[src/rtl/mem_port_arbiter.sv]
// Arbitrates the single external memory port between instruction fetch and the MEM stage.
// Data wins ties because it belongs to the older instruction; a granted transaction is never preempted.
module mem_port_arbiter #(
    parameter int ADDR_WIDTH = 32,
    parameter int DATA_WIDTH = 32,
    parameter int TIMEOUT    = 255
) (
    input  logic                  clk,
    input  logic                  reset,
    input  logic                  InstrReq,
    input  logic [ADDR_WIDTH-1:0] InstrAddr,
    input  logic                  DataReq,
    input  logic                  DataWE,
    input  logic [ADDR_WIDTH-1:0] DataAddr,
    input  logic [DATA_WIDTH-1:0] DataWD,
    input  logic [3:0]            DataBE,
    output logic                  MemReq,
    output logic                  MemWE,
    output logic [ADDR_WIDTH-1:0] MemAddr,
    output logic [DATA_WIDTH-1:0] MemWD,
    output logic [3:0]            MemBE,
    input  logic                  MemReady,
    input  logic [DATA_WIDTH-1:0] MemRD,
    output logic                  InstrValid,
    output logic [DATA_WIDTH-1:0] InstrRD,
    output logic                  DataValid,
    output logic [DATA_WIDTH-1:0] DataRD,
    output logic                  StallFetchReq,
    output logic                  StallMemReq,
    output logic                  TimeoutErr
);

    typedef enum logic [1:0] {
        IDLE  = 2'd0,
        INSTR = 2'd1,
        DATA  = 2'd2
    } state_t;

    localparam logic [7:0] TimeoutLimit = 8'(TIMEOUT);

    state_t                  stateReg, stateNext;
    logic [7:0]              waitCnt, waitCntNext, waitInc;
    logic                    memReqNext, memWENext;
    logic [ADDR_WIDTH-1:0]   memAddrNext;
    logic [DATA_WIDTH-1:0]   memWDNext;
    logic [3:0]              memBENext;
    logic                    instrValidNext, dataValidNext;
    logic [DATA_WIDTH-1:0]   instrRDNext, dataRDNext;
    logic                    timeoutErrNext;

    // Saturating increment so a stuck memory cannot wrap the counter back under the limit.
    assign waitInc = (waitCnt == 8'hFF) ? waitCnt : waitCnt + 8'd1;

    always_comb begin
        stateNext      = stateReg;
        waitCntNext    = waitCnt;
        memReqNext     = MemReq;
        memWENext      = MemWE;
        memAddrNext    = MemAddr;
        memWDNext      = MemWD;
        memBENext      = MemBE;
        instrValidNext = 1'b0;
        dataValidNext  = 1'b0;
        instrRDNext    = InstrRD;
        dataRDNext     = DataRD;
        timeoutErrNext = TimeoutErr;

        case (stateReg)
            IDLE: begin
                if (DataReq) begin
                    memReqNext  = 1'b1;
                    memWENext   = DataWE;
                    memAddrNext = DataAddr;
                    memWDNext   = DataWD;
                    memBENext   = DataBE;
                    waitCntNext = 8'd0;
                    stateNext   = DATA;
                end else if (InstrReq) begin
                    memReqNext  = 1'b1;
                    memWENext   = 1'b0;
                    memAddrNext = InstrAddr;
                    memBENext   = 4'b1111;
                    waitCntNext = 8'd0;
                    stateNext   = INSTR;
                end
            end
            INSTR, DATA: begin
                if (MemReady) begin
                    memReqNext = 1'b0;
                    stateNext  = IDLE;
                    if (stateReg == INSTR) begin
                        instrRDNext    = MemRD;
                        instrValidNext = 1'b1;
                    end else begin
                        if (!MemWE) begin
                            dataRDNext = MemRD;
                        end
                        dataValidNext = 1'b1;
                    end
                end else begin
                    waitCntNext = waitInc;
                    if (waitInc >= TimeoutLimit) begin
                        timeoutErrNext = 1'b1;
                    end
                end
            end
            default: begin
                memReqNext = 1'b0;
                stateNext  = IDLE;
            end
        endcase
    end

    always_ff @(posedge clk or negedge reset) begin
        if (!reset) begin
            stateReg   <= IDLE;
            waitCnt    <= 8'd0;
            MemReq     <= 1'b0;
            MemWE      <= 1'b0;
            MemAddr    <= '0;
            MemWD      <= '0;
            MemBE      <= 4'b0000;
            InstrValid <= 1'b0;
            InstrRD    <= '0;
            DataValid  <= 1'b0;
            DataRD     <= '0;
            TimeoutErr <= 1'b0;
        end else begin
            stateReg   <= stateNext;
            waitCnt    <= waitCntNext;
            MemReq     <= memReqNext;
            MemWE      <= memWENext;
            MemAddr    <= memAddrNext;
            MemWD      <= memWDNext;
            MemBE      <= memBENext;
            InstrValid <= instrValidNext;
            InstrRD    <= instrRDNext;
            DataValid  <= dataValidNext;
            DataRD     <= dataRDNext;
            TimeoutErr <= timeoutErrNext;
        end
    end

    // Stalls release in the Valid cycle so the pipeline advances on the following edge.
    assign StallMemReq   = DataReq & ~DataValid;
    assign StallFetchReq = (InstrReq & ~InstrValid) | StallMemReq;

endmodule

[config.mk]
export PLATFORM = sky130hd
export DESIGN_NAME = mem_port_arbiter
export DESIGN_NICKNAME = d
export VERILOG_FILES = /design/src/rtl/mem_port_arbiter.sv
export SDC_FILE = /design/constraint.sdc
export NUM_CORES = 1
export LEC_CHECK = 0
export BUFFER_PORTS_ARGS = -buffer_cell sky130_fd_sc_hd__clkbuf_2
export CORE_AREA = 2 2 153 95
export DETAILED_ROUTE_END_ITERATION = 10
export DIE_AREA = 0 0 155 97
export PLACE_DENSITY = 0.77
export SLEW_MARGIN = 20
export SYNTH_ARGS = -nofsm -noshare
export SYNTH_HDL_FRONTEND = slang
export SYNTH_SLANG_ARGS = --single-unit
[constraint.sdc]
create_clock -name clk -period 4.09 [get_ports clk]
set_clock_uncertainty 0.15 [all_clocks]
set_input_delay 0.2045 -clock clk [delete_from_list [all_inputs] [get_ports clk]]
set_output_delay 0.2045 -clock clk [all_outputs]
set_load 0.005 [all_outputs]
# Yosys cells after proc, flatten, opt, wreduce, memory -nomap -nowiden
# Index checks and enable logic that the tools add are counted.
[totals]
output_inout_bits = 139
register_bits = 147
inputBits = 138
[classes]
order_cmp = 1
reduce_logical = 11
mux = 25
n_bitwise = 8
eq_ne = 6
addsub = 1
[op_table]
columns = ["cell", "count"]
rows = [
  ["32-bit 2-to-1 mux", 2],
  ["8-bit 2-to-1 mux", 4],
  ["8-bit case mux with 2 select lines", 1],
  ["1-bit 2-to-1 mux", 11],
  ["3-bit AND reduction", 3],
  ["8-bit by 1-bit adder with 8-bit output (second input constant)", 1],
  ["8-bit equality test (second input constant)", 1],
  ["8-bit greater-or-equal comparator (second input constant)", 1],
  ["4-bit 2-to-1 mux", 2],
  ["2-bit 2-to-1 mux", 3],
  ["2-bit AND reduction", 3],
  ["1-bit inverter", 5],
  ["2-bit inequality test (second input constant)", 2],
  ["2-bit case mux with 2 select lines", 1],
  ["4-bit AND reduction", 1],
  ["2-bit nonzero test", 2],
  ["3-bit inequality test (second input constant)", 1],
  ["1-bit bitwise AND", 2],
  ["2-bit by 1-bit equality test with 1-bit output (second input constant)", 1],
  ["2-bit equality test (second input constant)", 1],
  ["2-bit zero test", 1],
  ["1-bit case mux with 2 select lines", 1],
  ["2-bit OR reduction", 1],
  ["1-bit bitwise OR", 1],
]

# Depth between registers and ports, before layout
[depth]
word_depth = 4
depth_mapped = 8
depth_no_buf = 6

# Worst setup path after synthesis
# No wires, ideal clock.
[synth_path]
path_type = "reg-to-reg"
start = "reg stateReg[0]"
end = "reg DataRD[10]"
setup_slack_ns = 2.235
n_path_buf = 1
stages_incl_launch_ff = 7
t_arrival_ns = 1.581
synth_period_minus_slack_ns = 1.855
cell_sequence = "dfrtp_1 inv_1 ha_1 nand2_1 nor3_2 buf_4 mux2_2"
[synth_via]
elab_chain_cells = 3
[synth_rtl]
columns = ["item", "line", "source"]
rows = [
  ["start, declared", "41", "state_t stateReg, stateNext;"],
  ["start signal, assigned", "129", "stateReg <= stateNext;"],
  ["2-bit by 1-bit equality test with 1-bit output / 2-bit equality test (equally long branches)", "68, 91", ""],
  ["2-bit OR reduction / 1-bit inverter (equally long branches)", "--", ""],
  ["4-bit AND reduction (no line) *", "--", ""],
  ["end signal, assigned", "139", "DataRD <= dataRDNext;"],
  ["end, declared", "27", "output logic [DATA_WIDTH-1:0] DataRD,"],
]
# Every way passes the cells marked *; elsewhere a longest branch is shown, timed or not.
# A chain may end at the register's enable or synchronous reset.

# Worst setup path after layout
[layout_path]
start = "reg stateReg[0]"
end = "reg waitCnt[4]"
[layout_via]
elab_chain_cells = 4
[layout_rtl]
columns = ["item", "line", "source"]
rows = [
  ["2-bit by 1-bit equality test with 1-bit output / 2-bit equality test (equally long branches)", "68", "case (stateReg)"],
  ["2-bit OR reduction", "68", ""],
  ["2-bit inequality test (no line) / 2-bit nonzero test (equally long branches)", "--", ""],
  ["3-bit AND reduction (no line)", "--", ""],
  ["end signal, assigned", "130", "waitCnt <= waitCntNext;"],
  ["end, declared", "42", "logic [7:0] waitCnt, waitCntNext, waitInc;"],
]
# Parallel ways exist; a longest one is shown, timed or not.

==> out/metrics.csv <==
metric,value,unit
Synth Cell Area,6050,µm²
dpl ws,1750,ps
CP Capture Type,flip-flop,
TritonCTS clock tree,done,
synthesized instance count,447,
P_leak,4.68,nW
highest clock rate,0.437,GHz
max-capacitance violation count,0,
Initial Util,44.8,%
TritonRoute pass-1 iters,4,
XOR/XNOR Fraction of Synth Area,0.289,%
Multi-input gate area,2220,µm²
critical path launch point type,flip-flop,
CTS sink cnt,147,
Die W,155,µm
Bufs and invs on worst path,1,
via count,5206,
Residual DRC,0,
Hold Crit Class,input port to flip-flop,
Worst slew margin,27.3,%
"most common cell after layout, fill and taps aside",clkbuf_2,
Post-Layout Cell Count,1047,
Die ar.,15000,µm²
Ports,277,
post-route ant nets,0,
layout cells sized above 1,47.7,%
hpwl dp,11100,µm
syn avg cell area,13.5,µm²
post-synthesis mux area share,23.3,%
Final min period,2290,ps
async set-reset flop share out of synthesis,100,%
synth warn,0,
CTS Root Cell,clkbuf_16,
placed insts,880,
Main synth FF type,dfrtp_1,
"Hold Violations, Final",0,
1st-iter DRT viols,162,
CP required,4210,ps
compound-cell area share of the yosys netlist,5.91,%
CTS buffer count,17,
slowest CP cell,nor2b_1,
RD Place Congestion,0.783,
Setup TNS Final,0,ps
total track usage,24.5,%
Tcrit/Tclk final,55.9,%
worst hold slack,37.5,ps
nets@finish,1000,
post_cts resized,0,
number of flops mapped to enable cells by yosys,0,
Yosys cell types,43,
fillers,931,
"flops & latches, synth",147,
FF/Latch Area,3680,µm²
crit path DAT,2410,ps
PortBufs,276,
Final setup viols,0,
post-route setup slack,1800,ps
CTS Buffer Depth,2,
vias per cell,4.97,
Clock transition at path regs,70,ps
wire length per cell,17.2,µm
RSZ-0062 raised after global routing,false,
synth-to-layout area growth,56.9,%
vias in the first global route,5812,
most frequent cells in the layout,"clkbuf_2, dfrtp_1, dlygate4sd3_1, mux2_2, nand2_1",
critical path peak fanout,8,
Worst Setup Path Type,flip-flop to flip-flop,
CORE AREA,13500,µm²
Synth Area in Adders,0.620,%
drt total wl,18000,µm
pin count of the biggest net entering global routing,96,
Worst VDD drop,0.401,mV
Mapped Nets,588,
critical path's largest stage delay,580,ps
global-route wire length before repair,28800,µm
sequential cell area fraction in the yosys report,60.8,%
Ant. Diodes,0,
Die H,97,µm
cell chain of the critical path,inv_1 -> ha_1 -> nor2b_1 -> nand4_1 -> nor3_1 -> a211oi_1,
clock latency on the worst-skew pair,410,ps
initial antenna violation count,0,
Core Rows,33,
outcome,completed,
Worst-Margin Slew,1090,ps
"Largest delay share family, worst path",simple AND/OR/NAND/NOR gates,
PwrDens,669,nW/µm²
CTS HTree Levels,4,
GRT overflow,0,
largest family of logic cells by synthesized area,multiplexers,
synthesized-area fraction occupied by and/or/nand/nor cells,6.18,%
Max Slew Vio Count,0,
worst paths after layout:
| path | start | endpoint | slack, ps | cells past startpoint |
|---|---|---|---|---|
| worst min-delay path | InstrReq | stateReg[0] | 40 | 3 |
| worst max-delay path | stateReg[0] | waitCnt[4] | 1800 | 6 |
| worst min register to register | MemAddr[19] | MemAddr[19] | 330 | 2 |
| worst max register to register | stateReg[0] | waitCnt[4] | 1800 | 6 |
| max in group asynchronous | reset | MemWD[26] | 2500 | 3 |
| min in group asynchronous | reset | InstrRD[6] | 300 | 2 |
timing repair:
| item | CTS | global route |
|---|---|---|
| buffers inserted | 0 | 0 |
| hold buffers | 135 | 0 |
| hold endpoints to repair | 227 | 0 |
tightest hold or removal path, stage by stage:
cell and delay (ps):
clkbuf_2 150, a21oi_1 150, nor2_1 50
power by group:
part,internal [mW],switching (mW)
Combinational,1.23,1.06
Clock,0.858,0.656
Sequential,2.15,0.400
Total,4.24,2.12
cell families after synthesis:
logic type / count (synthesis)
mux: 129
simple gates: 75
compound gates: 60
xor+xnor: 2
fa+ha+maj: 3
buf+inv: 31
flops: 147
state kept, by name, indices dropped and copies added, names as in the netlist:
register and cells:
InstrRD 32, TimeoutErr 1, MemAddr 32, waitCnt 8
MemWE 1, stateReg 2, DataValid 1, MemReq 1
MemWD 32, InstrValid 1, DataRD 32, MemBE 4
cells in the mapped netlist, types with 5 or more instances:
cell	instances	area, µm²
o21ai_0	37	185
o22a_1	5	43.8
nand2_1	40	150
buf_4	5	37.5
mux2i_1	33	330
mux2_2	94	1060
nor2_1	8	30.0
buf_2	13	65.1
dfrtp_1	147	3680
inv_1	7	26.3
layer usage:
metal  vias up  routed length [µm]  GRT usage (%)
met5         -                   0              0
li1       2413                   -              -
met2       192                9530           44.6
met1      2555                6720           25.7
met3        46                1270           7.71
met4         0                 518           11.2
cell type report:
class | count | share of cell area [%]
clock inverter | 14 | 1.52
tap | 175 | 2.31
clock buffer | 18 | 4.52
sequential | 147 | 38.7
inverter | 7 | 0.277
timing repair buffer | 417 | 29.3
multi-input combinational | 269 | 23.3
stage by stage:
step / total power [mW] / util, % / instance area [µm²]
finish: 6.36 / 70.3 / 9500
global route: 6.74 / 70.3 / 9500
CTS: 6.35 / 70.3 / 9500
detailed placement: 4.71 / 56.1 / 7570
global placement: 4.59 / 56.1 / 7570
floorplan: 3.62 / - / 6050
Power figures use the tool's default switching activity.
